==> config.mk <==
export PLATFORM = sky130hd
export DESIGN_NAME = exec_unit
export DESIGN_NICKNAME = d
export VERILOG_FILES = /design/src/rtl/exec_pkg.sv /design/src/rtl/seq_mul.sv /design/src/rtl/exec_unit.sv
export SDC_FILE = /design/constraint.sdc
export NUM_CORES = 1
export LEC_CHECK = 0
export BUFFER_PORTS_ARGS = -buffer_cell sky130_fd_sc_hd__clkbuf_2
export CORE_ASPECT_RATIO = 1.25
export CORE_UTILIZATION = 59
export CTS_BUF_LIST = sky130_fd_sc_hd__clkbuf_4 sky130_fd_sc_hd__clkbuf_8
export DETAILED_ROUTE_END_ITERATION = 10
export PLACE_DENSITY = 0.91
export SYNTH_ARGS = -nofsm -noshare
export SYNTH_HDL_FRONTEND = slang
export SYNTH_SLANG_ARGS = --single-unit
==> constraint.sdc <==
create_clock -name clk -period 4.6 [get_ports clk]
set_clock_uncertainty 0.2 [all_clocks]
set_input_delay 0.23 -clock clk [delete_from_list [all_inputs] [get_ports clk]]
set_output_delay 0.23 -clock clk [all_outputs]
set_load 0.02 [all_outputs]
==> src/rtl/exec_pkg.sv <==
// rtl/exec_pkg.sv - shared defaults, opcode and FSM state types for exec_unit
package exec_pkg;

    localparam int DATA_W_DEF = 16;
    localparam int REG_AW_DEF = 3;

    typedef enum logic [2:0] {
        OP_MV  = 3'd0,
        OP_ADD = 3'd1,
        OP_SUB = 3'd2,
        OP_AND = 3'd3,
        OP_OR  = 3'd4,
        OP_XOR = 3'd5,
        OP_SHL = 3'd6,
        OP_MUL = 3'd7
    } op_e;

    typedef enum logic [1:0] {
        S_IDLE = 2'd0,
        S_EXEC = 2'd1,
        S_MUL  = 2'd2,
        S_WB   = 2'd3
    } state_e;

endpackage

==> src/rtl/seq_mul.sv <==
// rtl/seq_mul.sv - iterative shift-add multiplier, one partial product per cycle
module seq_mul
    import exec_pkg::*;
#(
    parameter int DATA_W = DATA_W_DEF
) (
    input  logic              clk,
    input  logic              reset_n,
    input  logic              i_start,
    input  logic [DATA_W-1:0] i_a,
    input  logic [DATA_W-1:0] i_b,
    output logic              o_busy,
    output logic              o_done,
    output logic [DATA_W-1:0] o_product
);

    localparam int CNT_W = $clog2(DATA_W) + 1;

    logic [DATA_W-1:0] r_a;
    logic [DATA_W-1:0] r_b;
    logic [DATA_W-1:0] r_acc;
    logic [CNT_W-1:0]  r_cnt;
    logic              r_busy;
    logic [DATA_W-1:0] w_acc_nxt;

    // Product is presented combinationally so the caller can latch it on the final step edge
    assign w_acc_nxt = r_acc + (r_b[0] ? r_a : '0);
    assign o_busy    = r_busy;
    assign o_done    = r_busy && (r_cnt == CNT_W'(DATA_W - 1));
    assign o_product = w_acc_nxt;

    always_ff @(posedge clk) begin
        if (!reset_n) begin
            r_a    <= '0;
            r_b    <= '0;
            r_acc  <= '0;
            r_cnt  <= '0;
            r_busy <= 1'b0;
        end else if (i_start) begin
            r_a    <= i_a;
            r_b    <= i_b;
            r_acc  <= '0;
            r_cnt  <= '0;
            r_busy <= 1'b1;
        end else if (r_busy) begin
            r_acc <= w_acc_nxt;
            r_a   <= r_a << 1;
            r_b   <= r_b >> 1;
            r_cnt <= r_cnt + CNT_W'(1);
            if (o_done) begin
                r_busy <= 1'b0;
            end
        end
    end

endmodule

==> src/rtl/exec_unit.sv <==
// rtl/exec_unit.sv - execute/write-back stage; MUL support enabled by EXEC_MUL_EN
module exec_unit
    import exec_pkg::*;
#(
    parameter int DATA_W = DATA_W_DEF,
    parameter int REG_AW = REG_AW_DEF
) (
    input  logic              clk,
    input  logic              reset_n,
    input  logic              i_valid,
    output logic              i_ready,
    input  logic [2:0]        i_op,
    input  logic [REG_AW-1:0] i_rs1,
    input  logic [REG_AW-1:0] i_rs2,
    input  logic [REG_AW-1:0] i_ws,
    input  logic [DATA_W-1:0] i_imm,
    input  logic              i_use_imm,
    output logic [REG_AW-1:0] o_rs1,
    output logic [REG_AW-1:0] o_rs2,
    input  logic [DATA_W-1:0] rd1,
    input  logic [DATA_W-1:0] rd2,
    output logic [REG_AW-1:0] o_ws,
    output logic [DATA_W-1:0] o_wd,
    output logic              o_we,
    output logic              o_z,
    output logic              o_n,
    output logic              o_illegal
);

    localparam int SH_W = $clog2(DATA_W);

    state_e            r_state;
    state_e            w_state_nxt;
    op_e               r_op;
    logic [REG_AW-1:0] r_rs1;
    logic [REG_AW-1:0] r_rs2;
    logic [REG_AW-1:0] r_ws;
    logic [DATA_W-1:0] r_imm;
    logic              r_use_imm;
    logic [DATA_W-1:0] r_wd;
    logic              r_z;
    logic              r_n;
    logic              r_illegal;
    logic [DATA_W-1:0] w_b;
    logic [DATA_W-1:0] w_alu;
    logic [DATA_W-1:0] w_res;
    logic              w_wb_load;
    logic              w_is_mul;

    assign w_is_mul = (r_op == OP_MUL);
    assign w_b      = r_use_imm ? r_imm : rd2;

    always_comb begin
        w_alu = '0;
        case (r_op)
            OP_MV:   w_alu = w_b;
            OP_ADD:  w_alu = rd1 + w_b;
            OP_SUB:  w_alu = rd1 - w_b;
            OP_AND:  w_alu = rd1 & w_b;
            OP_OR:   w_alu = rd1 | w_b;
            OP_XOR:  w_alu = rd1 ^ w_b;
            OP_SHL:  w_alu = rd1 << w_b[SH_W-1:0];
            default: w_alu = '0;
        endcase
    end

`ifdef EXEC_MUL_EN
    logic              w_mul_start;
    logic              w_mul_busy;
    logic              w_mul_done;
    logic [DATA_W-1:0] w_mul_product;

    // Operands are sampled on the EXEC edge, same as the single-cycle ALU path
    assign w_mul_start = (r_state == S_EXEC) && w_is_mul;

    seq_mul #(
        .DATA_W(DATA_W)
    ) u_seq_mul (
        .clk      (clk),
        .reset_n  (reset_n),
        .i_start  (w_mul_start),
        .i_a      (rd1),
        .i_b      (w_b),
        .o_busy   (w_mul_busy),
        .o_done   (w_mul_done),
        .o_product(w_mul_product)
    );

    assign w_res     = (r_state == S_MUL) ? w_mul_product : w_alu;
    assign w_wb_load = ((r_state == S_EXEC) && !w_is_mul) ||
                       ((r_state == S_MUL) && w_mul_done);
`else
    assign w_res     = w_alu;
    assign w_wb_load = (r_state == S_EXEC) && !w_is_mul;
`endif

    always_comb begin
        w_state_nxt = r_state;
        case (r_state)
            S_IDLE: begin
                if (i_valid) begin
                    w_state_nxt = S_EXEC;
                end
            end
            S_EXEC: begin
                if (!w_is_mul) begin
                    w_state_nxt = S_WB;
                end else begin
`ifdef EXEC_MUL_EN
                    w_state_nxt = S_MUL;
`else
                    w_state_nxt = S_IDLE;
`endif
                end
            end
`ifdef EXEC_MUL_EN
            S_MUL: begin
                if (w_mul_done) begin
                    w_state_nxt = S_WB;
                end else if (!w_mul_busy) begin
                    w_state_nxt = S_IDLE;
                end
            end
`endif
            default: w_state_nxt = S_IDLE;
        endcase
    end

    always_ff @(posedge clk) begin
        if (!reset_n) begin
            r_state   <= S_IDLE;
            r_op      <= OP_MV;
            r_rs1     <= '0;
            r_rs2     <= '0;
            r_ws      <= '0;
            r_imm     <= '0;
            r_use_imm <= 1'b0;
            r_wd      <= '0;
            r_z       <= 1'b0;
            r_n       <= 1'b0;
            r_illegal <= 1'b0;
        end else begin
            r_state <= w_state_nxt;
            if ((r_state == S_IDLE) && i_valid) begin
                r_op      <= op_e'(i_op);
                r_rs1     <= i_rs1;
                r_rs2     <= i_rs2;
                r_ws      <= i_ws;
                r_imm     <= i_imm;
                r_use_imm <= i_use_imm;
            end
            // Flags move together with the write data so they describe the result being written
            if (w_wb_load) begin
                r_wd <= w_res;
                r_z  <= (w_res == '0);
                r_n  <= w_res[DATA_W-1];
            end
`ifdef EXEC_MUL_EN
            r_illegal <= 1'b0;
`else
            r_illegal <= (r_state == S_EXEC) && w_is_mul;
`endif
        end
    end

    assign i_ready   = (r_state == S_IDLE) && reset_n;
    assign o_rs1     = r_rs1;
    assign o_rs2     = r_rs2;
    assign o_ws      = r_ws;
    assign o_wd      = r_wd;
    assign o_we      = (r_state == S_WB);
    assign o_z       = r_z;
    assign o_n       = r_n;
    assign o_illegal = r_illegal;

endmodule

==> results of run 1 <==
==> report_power, final <==
part	leakage, nW	switching (W)	total (W)	internal [W]
Clock	0.0490	0.000167	0.000282	0.000115
Sequential	0.402	0.0000213	0.000480	0.000459
Combinational	2.22	0.000513	0.000823	0.000310
==> final cells by class <==
| class | count | area share (%) |
|---|---|---|
| multi-input cells | 551 | 62.26 |
| flip-flops and latches | 49 | 16.61 |
| repair buffers | 138 | 14.83 |
| inverters | 42 | 2.712 |
| well taps | 97 | 2.056 |
| clock buffers | 6 | 1.293 |
| clock inverters | 2 | 0.2331 |
==> sequential cells by signal, indices dropped and copies added, names as in the netlist <==
name       count
o_rs1          3
r_op           3
r_state        2
o_wd          16
o_z            1
r_use_imm      1
o_illegal      1
r_imm         16
o_ws           3
o_rs2          3
==> Yosys cell counts (6+ instances only) <==
library cell and n:
ha_1 50, a211oi_1 25, o21ai_0 30, clkbuf_1 32
xnor2_1 23, nand4_1 9, a31oi_1 7, nand3_1 18
nor3_1 21, inv_1 39, nor2b_1 6, a21oi_1 59
o211ai_1 10, a22o_1 6, nand2_1 115, nor2_1 52
mux2i_1 35, nand2b_1 6, dfxtp_1 49
==> how the worst min path moves through the flow <==
stage	start	to	slack [ps]	cells past startpoint
after floorplan	reset_n	r_state[1]$_SDFFE_PN0P_	150	1
after global placement	o_ws[2]$_SDFFE_PN0P_	o_ws[2]$_SDFFE_PN0P_	240	2
after detailed placement	r_imm[8]$_SDFFE_PN0P_	r_imm[8]$_SDFFE_PN0P_	250	2
after CTS	reset_n	o_wd[0]$_SDFFE_PN0P_	9	3
after global routing	reset_n	o_wd[0]$_SDFFE_PN0P_	40	3
final	reset_n	o_wd[0]$_SDFFE_PN0P_	20	3
==> cell families (layout without fill, tap and decap cells) <==
logic type,Yosys count,after routing,synth area share [%]
AND/OR/NAND/NOR,252,252,22.75
AO/OA/AOI/OAI,181,181,23.95
buffers and inverters,85,188,6.916
adder cells (fa/ha/maj),51,51,12.93
flip-flops,49,49,19.64
multiplexers,42,42,9.421
XOR/XNOR,25,25,4.385
==> per-stage QoR <==
stage / worst slack [ps] / area (µm²) / hold slack, ps / util (%)
finish: 316.1 / 5904 / 23.19 / 71.65
floorplan: 429.4 / 4994 / 151.7 / -
global placement: 459.8 / 5522 / 242.4 / 67.01
CTS: 383.7 / 5902 / 9.230 / 71.62
detailed placement: 416.9 / 5522 / 248.1 / 67.01
global route: 19.71 / 5904 / 43.79 / 71.65
==> routing by layer <==
layer  vias up  global-route usage [%]  routed length [µm]
li1       2652                       -                   -
met1      2593                   51.62                7154
met2       349                   68.68                8443
met3        75                   8.452                1710
met4         0                   24.75                1033
met5         -                       0                   0
==> worst max-delay path, delay by kind of cell (launching register included) <==
kind	cells	cell delay (ps)
xor+xnor	1	220
flops	1	330
compound gates	6	1440
simple gates	6	980
mux	1	370
buf+inv	1	260
fa+ha+maj	1	380
==> repair_timing <==
item | 4_1_cts | 5_1_grt
buffers inserted | 0 | 0
setup endpoints to repair | 0 | 1
endpoints found under the hold margin | 29 | 0
hold buffers | 29 | 0
gates resized for setup | 0 | 2
==> results.sh, run 1 <==
export IMPL_dpl_cell_count=848
export IMPL_timing_final_crit_share_pct=93.13
export IMPL_r2r_start="r_use_imm$_SDFFE_PN0P_"
export IMPL_grt_max_degree=46
export IMPL_endpoint="o_z$_SDFFE_PN0P_"
export IMPL_slew_headroom_pct=29.02
export IMPL_final_cells=885
export IMPL_clk_pin_slew_ps=100
export IMPL_worstMarginPinSlew_ps=1065
export IMPL_synth_area_top_cells="dfxtp_1, ha_1, nand2_1, mux2i_1, a21oi_1"
export IMPL_crit_chain="buf_4, mux2i_1, and3_1, nor3b_2, nor2_1, xnor2_1, ha_1, o21ai_0, o21bai_1, o211a_1, o21bai_1, a2111oi_0, nor3_1, nand2_1, nor3_1, a21o_1"
export IMPL_grt_pass1_vias=5574
export IMPL_syn_num_nets=800
export IMPL_synth_area_um2=4994
export IMPL_synth_top_area_share_pct=19.64
export IMPL_dieArea_um2=8838
export IMPL_firstDrtPassIters=8
export IMPL_wl_per_cell_um=20.73
export IMPL_ys_ff_latch=49
export IMPL_ir_drop_uv=256.0
export IMPL_cts_tree="built"
export IMPL_ys_flop_type="dfxtp_1"
export IMPL_nFillCells=638
export IMPL_portBuffers=93
export IMPL_die_w_um=84.29
export IMPL_crit_arrival_ps=4310
export IMPL_final_seq_area_um2=980.9
export IMPL_hpwl_mm=12.84
export IMPL_grt_pass1_wl_mm=29.01
export IMPL_antenna_left=0
export IMPL_ys_async_sr_fraction_pct=0
export IMPL_synthCells=685
export IMPL_row_count=37
export IMPL_report_final_slew_viol_count=0
export IMPL_critPathMaxStageDelay_ps=590
export IMPL_setup_tns_final_ps=0
export IMPL_antenna_found_initial=0
export IMPL_drive_above_1_share_pct=17.01
export IMPL_critPathCaptureType="flop"
export IMPL_hold_class="in -> reg"
export IMPL_most_common_layout_cells="nand2_1, clkbuf_2, a21oi_1"
export IMPL_grt_ovfl_total=0
export IMPL_pin_count=94
export IMPL_p_total_w=0.001585
export IMPL_cp_required_ps=4630
export IMPL_grt_usage_pct=42.30
export IMPL_cts_buffers=5
export IMPL_drt_initial_drc_count=536
export IMPL_nets=902
export IMPL_rsz0062_at_grt="no"
export IMPL_yosysUniqueCellTypes=66
export IMPL_worstRegToRegCells=16
export IMPL_areaGrowthSynthToFinish_pct=18.24
export IMPL_insertedDiodeCount=0
export IMPL_avgSynthCellArea_um2=7.290
export IMPL_violations="DRC"
export IMPL_timing_rr_end="o_z$_SDFFE_PN0P_"
export IMPL_root_buffer="clkbuf_8"
export IMPL_cts_sinks=49
export IMPL_r2r_setup_slack_ps=320
export IMPL_p_leak_nw=2.667
export IMPL_setup_worst_path_start="r_use_imm$_SDFFE_PN0P_"
export IMPL_crit_fanout=14
export IMPL_synth_edff_count=0
export IMPL_multi_input_comb_area_um2=3676
export IMPL_ys_warn_count=0
export IMPL_yosysSeqAreaShare_pct=19.64
export IMPL_dieHeight_um=104.9
export IMPL_avgViaCountPerCell=6.406
export IMPL_floorplan_initialDensity_pct=60.60
export IMPL_core_um2=8240
export IMPL_vias=5669
export IMPL_path_class="reg -> reg"
export IMPL_powerDensity_nw_per_um2=268.5
export IMPL_cap_violations=0
export IMPL_crit_slowest_cell="a2111oi_0"
export IMPL_hold_viol_final=0
export IMPL_clk_latency_ps=330
export IMPL_final_common_cell="nand2_1"
export IMPL_setup_viol=0
export IMPL_fmax_mhz=233.4
export IMPL_yosysTopAreaCell="dfxtp_1"
export IMPL_drc=4
export IMPL_gp_congestion=0.9983
export IMPL_worstSetupStartpointType="flop"
export IMPL_clock_path_buffers=2
export IMPL_wirelength_mm=18.34
export IMPL_status="complete, but fails checks"
export IMPL_h_tree_depth=2
export IMPL_finalCriticalPeriod_ps=4284
Note: power is estimated with default switching activity, not from simulation.
==> run 2, diff against run 1 <==
--- a/config.mk
+++ b/config.mk
@@ -7,10 +7,12 @@
 export LEC_CHECK = 0
 export BUFFER_PORTS_ARGS = -buffer_cell sky130_fd_sc_hd__clkbuf_2
 export CORE_ASPECT_RATIO = 1.25
-export CORE_UTILIZATION = 59
+export CORE_UTILIZATION = 63
 export CTS_BUF_LIST = sky130_fd_sc_hd__clkbuf_4 sky130_fd_sc_hd__clkbuf_8
 export DETAILED_ROUTE_END_ITERATION = 10
-export PLACE_DENSITY = 0.91
+export GPL_TIMING_DRIVEN = 0
+export PLACE_DENSITY = 0.95
+export SETUP_SLACK_MARGIN = 0.02
 export SYNTH_ARGS = -nofsm -noshare
 export SYNTH_HDL_FRONTEND = slang
 export SYNTH_SLANG_ARGS = --single-unit
==> constraint.sdc (replaced) <==
create_clock -name clk -period 5.39 [get_ports clk]
set_clock_uncertainty 0.2 [all_clocks]
set_input_delay 0.2695 -clock clk [delete_from_list [all_inputs] [get_ports clk]]
set_output_delay 0.2695 -clock clk [all_outputs]
set_load 0.02 [all_outputs]
==> run 2 against run 1 <==
Compared with the run above:
- critical path type unchanged
- non-clock buffer count grew 24
- clock power shrank 18%
- the flow now finishes without violations
- power shrank 14%
==> results.sh, run 2 (synthesis gave the netlist of run 1 again) <==
export IMPL_status="finished clean"
export IMPL_cp_required_ps=5460
export IMPL_final_common_cell="nand2_1"
export IMPL_internal_power_w=0.0007514
export IMPL_root_buffer="clkbuf_8"
export IMPL_drt_initial_drc_count=728
export IMPL_worstSetupStartpointType="flop"
export IMPL_h_tree_depth=2
export IMPL_critPathCaptureType="flop"
export IMPL_drive_above_1_share_pct=15.52
export IMPL_firstDrtPassIters=6
export IMPL_crit_slowest_cell="a2111oi_1"
export IMPL_areaGrowthSynthToFinish_pct=18.77
export IMPL_hold_class="in -> reg"
export IMPL_row_count=35
export IMPL_crit_arrival_ps=5220
export IMPL_nets=926
export IMPL_clk_pin_slew_ps=100
export IMPL_clk_latency_ps=320
export IMPL_grt_usage_pct=47.76
export IMPL_p_switching_w=0.0006042
export IMPL_grt_max_degree=16
export IMPL_cts_sinks=49
export IMPL_most_common_layout_cells="nand2_1, clkbuf_2, a21oi_1"
export IMPL_die_w_um=81.63
export IMPL_vias=6043
export IMPL_worstMarginPinSlew_ps=860.1
export IMPL_ir_drop_uv=150.5
export IMPL_setup_viol=0
export IMPL_critPathMaxStageDelay_ps=600
export IMPL_cts_tree="built"
export IMPL_gp_congestion=1.027
export IMPL_setup_tns_final_ps=0
export IMPL_r2r_setup_slack_ps=240
export IMPL_floorplan_initialDensity_pct=66.30
export IMPL_wirelength_mm=19.15
export IMPL_power_frac_comb_pct=52.5
export IMPL_clkPwrFrac_pct=17.1
export IMPL_dpl_cell_area_um2=5574
export IMPL_antenna_found_initial=0
export IMPL_drc=0
export IMPL_pre_cts_ws_ps=108.9
export IMPL_clock_path_buffers=2
export IMPL_post_cts_buffers=0
export IMPL_report_final_slew_viol_count=0
export IMPL_hold_viol_final=0
export IMPL_finalCriticalPeriod_ps=5150
export IMPL_grt_ovfl_total=0
export IMPL_avgViaCountPerCell=6.685
export IMPL_rsz0062_at_grt="no"
export IMPL_switching_share_pct=44.57
export IMPL_final_cell_area_um2=5931
export IMPL_cts_buffers=5
export IMPL_grt_pass1_vias=5769
export IMPL_path_class="reg -> reg"
export IMPL_dieArea_um2=8289
export IMPL_pin_count=94
export IMPL_cap_violations=0
export IMPL_crit_fanout=13
export IMPL_insertedDiodeCount=0
export IMPL_hold_ws_ps=4.738
export IMPL_antenna_left=0
export IMPL_core_um2=7532
export IMPL_sequentialPowerShare_pct=30.4
export IMPL_fmax_mhz=194.2
export IMPL_slew_headroom_pct=42.22
export IMPL_powerDensity_nw_per_um2=228.6
export IMPL_dieHeight_um=101.5
export IMPL_p_leak_nw=2.650
export IMPL_timing_final_crit_share_pct=95.54
export IMPL_setup_ws_ps=240.4
export IMPL_crit_chain="buf_6, mux2i_4, clkbuf_2, ha_1, nand4_1, o21ai_0, nand2_1, xnor2_1, ha_1, nand2_1, o221ai_1, a21oi_1, o22a_1, o211ai_1, a2111oi_1, nand3_1, nor2_1, a21o_1"
export IMPL_p_total_w=0.001356
export IMPL_grt_pass1_wl_mm=29.70
export IMPL_wl_per_cell_um=21.19
export IMPL_portBuffers=93
export IMPL_hpwl_mm=13.60
run 2: changes by cell type in the layout (fill, tap and decap cells not counted), sizes merged:
cell / change
buf: -5
clkbuf: +32
clkinv: -1
clkinvlp: +2
dlygate4sd3: -3
inv: -1
run 2: layout make-up:
cell class / count / area (µm²)
inverters: 42 / 160.2
repair buffers: 119 / 725.7
well taps: 92 / 115.1
multi-input cells: 551 / 3670
clock inverters: 2 / 15.01
flip-flops and latches: 49 / 980.9
plain buffers: 43 / 187.7
fillers: 542 / 1602
clock buffers: 6 / 76.32
run 2: path summary, 6_finish.rpt:
path                          start               endpoint  depth (start not counted)
max reg2reg  r_use_imm$_SDFFE_PN0P_       o_z$_SDFFE_PN0P_                         18
min                         i_ws[2]   o_ws[2]$_SDFFE_PN0P_                          3
min reg2reg   r_imm[6]$_SDFFE_PN0P_  r_imm[6]$_SDFFE_PN0P_                          2
max          r_use_imm$_SDFFE_PN0P_       o_z$_SDFFE_PN0P_                         18
run 2: critical path: cells and delay by family, from the launching register on:
kind | cells | cell delay (ps)
AOI/OAI and AO/OA | 7 | 1710
xor gates and xnor gates | 1 | 210
adders and majority gates | 2 | 650
buffers and inverters | 2 | 630
DFF | 1 | 350
muxes | 1 | 580
and+or+nand+nor | 5 | 730
run 2: through the flow:
| stage | utilization (%) | std cells |
|---|---|---|
| after floorplan | - | 685 |
| after global placement | 74.00 | 870 |
| after detailed placement | 74.00 | 870 |
| after CTS | 78.67 | 904 |
| after global routing | 78.74 | 904 |
| final | 78.74 | 904 |
run 2: metal layers:
layer	vias to the layer above	part of all wire (%)	routed length, µm	GRT usage (%)
met5	-	0	0	0
met4	0	7.4	1417	31.58
met3	118	11	2117	13.33
met2	477	44	8519	75.00
met1	2750	37	7100	56.16
li1	2698	-	-	-
run 2: timing repair:
item,CTS,global route
endpoints found under the hold margin,26,0
resized for setup,0,6
hold buffers,26,0
endpoints found under the setup margin,0,3
run 2: power groups by stage:
| stage | sequential, W | combinational, W | clock (W) |
|---|---|---|---|
| global placement | 0.000415 | 0.000641 | 0 |
| detailed placement | 0.000417 | 0.000657 | 0 |
| finish | 0.000412 | 0.000712 | 0.000231 |
| global route | 0.000414 | 0.000765 | 0.000244 |
| CTS | 0.000409 | 0.000677 | 0.000228 |
| floorplan | 0.000436 | 0.000441 | 0 |
==> run 3, diff against run 2 <==
--- a/config.mk
+++ b/config.mk
@@ -6,8 +6,10 @@
 export NUM_CORES = 1
 export LEC_CHECK = 0
 export BUFFER_PORTS_ARGS = -buffer_cell sky130_fd_sc_hd__clkbuf_2
+export CELL_PAD_IN_SITES_DETAIL_PLACEMENT = 1
+export CELL_PAD_IN_SITES_GLOBAL_PLACEMENT = 2
 export CORE_ASPECT_RATIO = 1.25
-export CORE_UTILIZATION = 63
+export CORE_UTILIZATION = 35
 export CTS_BUF_LIST = sky130_fd_sc_hd__clkbuf_4 sky130_fd_sc_hd__clkbuf_8
 export DETAILED_ROUTE_END_ITERATION = 10
 export GPL_TIMING_DRIVEN = 0
==> run 3 against run 2 <==
Compared with the run above:
- worst hold slack improved by 13 ps
- register-to-register slack improved by 180 ps
- sequential share of layout area decreased by 0.43 points
- via count decreased by 5.2%
- sequential power about the same
- combinational power increased by 2%
- die area increased by 78%
- core utilization decreased by 35 points
- clock power increased by 19%
- global-route usage decreased by 19 points
- cell count increased by 9.4%
==> results.sh, run 3 (synthesis gave the netlist of run 1 again) <==
export IMPL_wl_per_cell_um=21.17
export IMPL_hpwl_mm=16.47
export IMPL_die_w_um=108.8
export IMPL_gp_congestion=0.9621
export IMPL_crit_arrival_ps=5040
export IMPL_cts_tree="built"
export IMPL_setup_ws_ps=417.5
export IMPL_timing_rr_end="o_z$_SDFFE_PN0P_"
export IMPL_drc=0
export IMPL_status="finished clean"
export IMPL_critPathCaptureType="flop"
export IMPL_power_frac_comb_pct=51.4
export IMPL_root_buffer="clkbuf_8"
export IMPL_grt_pass1_wl_mm=32.61
export IMPL_hold_ws_ps=18.11
export IMPL_p_switching_w=0.0006084
export IMPL_core_um2=13870
export IMPL_final_common_cell="nand2_1"
export IMPL_wirelength_mm=20.94
export IMPL_dieArea_um2=14750
export IMPL_final_cell_area_um2=6090
export IMPL_cts_buffers=5
export IMPL_worstRegToRegCells=17
export IMPL_clk_pin_slew_ps=100
export IMPL_fmax_mhz=201.1
export IMPL_grt_usage_pct=29.05
export IMPL_worstSetupStartpointType="flop"
export IMPL_sequentialPowerShare_pct=29.0
export IMPL_powerDensity_nw_per_um2=231.7
export IMPL_multi_input_comb_area_um2=3680
export IMPL_hold_start="i_imm[1]"
export IMPL_most_common_layout_cells="nand2_1, clkbuf_2, a21oi_1"
export IMPL_path_class="reg -> reg"
export IMPL_grt_ovfl_total=0
export IMPL_final_seq_area_um2=980.9
export IMPL_vias=5730
export IMPL_min_to="r_imm[1]$_SDFFE_PN0P_"
export IMPL_setup_tns_final_ps=0
export IMPL_drive_above_1_share_pct=15.85
export IMPL_internal_power_w=0.0008024
export IMPL_insertedDiodeCount=0
export IMPL_report_final_slew_viol_count=0
export IMPL_avgViaCountPerCell=5.794
export IMPL_hold_depth=3
export IMPL_portBuffers=93
export IMPL_nFillCells=1773
export IMPL_slew_headroom_pct=28.65
export IMPL_r2r_start="r_use_imm$_SDFFE_PN0P_"
export IMPL_p_leak_nw=2.683
export IMPL_finalCriticalPeriod_ps=4972
export IMPL_timing_final_crit_share_pct=92.25
export IMPL_switching_share_pct=43.12
export IMPL_ir_drop_uv=134.0
export IMPL_clkPwrFrac_pct=19.5
export IMPL_p_total_w=0.001411
export IMPL_clk_latency_ps=310
export IMPL_post_cts_buffers=0
export IMPL_grt_pass1_vias=6128
export IMPL_floorplan_initialDensity_pct=35.99
export IMPL_cp_required_ps=5460
export IMPL_hold_class="in -> reg"
export IMPL_worstMarginPinSlew_ps=1062
export IMPL_h_tree_depth=2
export IMPL_crit_fanout=13
export IMPL_pre_cts_ws_ps=-232.5
export IMPL_pin_count=94
export IMPL_antenna_left=0
export IMPL_clock_path_buffers=2
export IMPL_dieHeight_um=135.5
export IMPL_r2r_setup_slack_ps=420
export IMPL_setup_viol=0
export IMPL_row_count=48
export IMPL_areaGrowthSynthToFinish_pct=21.95
export IMPL_dpl_cell_area_um2=5678
export IMPL_grt_max_degree=16
export IMPL_cap_violations=0
export IMPL_antenna_found_initial=0
export IMPL_nets=928
export IMPL_rsz0062_at_grt="no"
export IMPL_drt_initial_drc_count=207
export IMPL_firstDrtPassIters=5
export IMPL_hold_viol_final=0
export IMPL_cts_sinks=49
## run 3: worst max-delay path by stage
stage,start,end,slack [ps],depth (start not counted)
after CTS,r_use_imm$_SDFFE_PN0P_,o_z$_SDFFE_PN0P_,40,18
after floorplan,r_use_imm$_SDFFE_PN0P_,o_z$_SDFFE_PN0P_,1220,18
final,r_use_imm$_SDFFE_PN0P_,o_z$_SDFFE_PN0P_,420,17
after global routing,r_use_imm$_SDFFE_PN0P_,o_z$_SDFFE_PN0P_,110,17
after global placement,r_use_imm$_SDFFE_PN0P_,o_z$_SDFFE_PN0P_,-160,18
after detailed placement,r_use_imm$_SDFFE_PN0P_,o_z$_SDFFE_PN0P_,-230,18
## run 3: timing repair
action / CTS / global route
gates cloned: 0 / 0
endpoints found under the hold margin: 28 / 0
hold buffers: 28 / 0
setup endpoints to repair: 3 / 3
resized for setup: 2 / 7
## run 3: layer usage
layer / track usage [%] / up-vias / wire length [µm]
li1: - / 2683 / -
met1: 33.21 / 2795 / 8343
met2: 51.44 / 199 / 10480
met3: 4.329 / 53 / 1046
met4: 15.32 / 0 / 1066
met5: 0 / - / 0
## run 3: layout make-up
type,count,share of cell area [%]
multi-input cells,551,60.43
flip-flops and latches,49,16.11
repair buffers,121,12.25
well taps,175,3.596
plain buffers,43,3.103
inverters,42,2.630
clock buffers,6,1.253
clock inverters,2,0.6369
## run 3: worst max-delay path, cell delays in order (launching register included)
cell and delay, ps:
dfxtp_1 340, buf_6 180, mux2i_4 550, clkbuf_2 450, ha_1 350, nand4_1 180
o21ai_1 400, nand2_1 120, xnor2_1 160, ha_1 390, a211oi_1 270, a21oi_1 120
o21ai_0 210, a21oi_1 140, a2111oi_2 460, nand2_1 90, nor3_1 170, a21o_1 140
## run 3: stage by stage
stage	instances	util [%]
after floorplan	685	-
after global placement	953	40.93
after detailed placement	953	40.93
after CTS	989	43.80
after global routing	989	43.89
final	989	43.89
## run 3: power groups by stage
stage          Clock [W]  Combinational, W  Sequential (W)
2_1_floorplan          0          0.000441        0.000436
3_3_place_gp           0          0.000667        0.000416
3_5_place_dp           0          0.000690        0.000418
4_1_cts         0.000283          0.000709        0.000410
5_1_grt         0.000296          0.000786        0.000413
6_report        0.000276          0.000726        0.000410
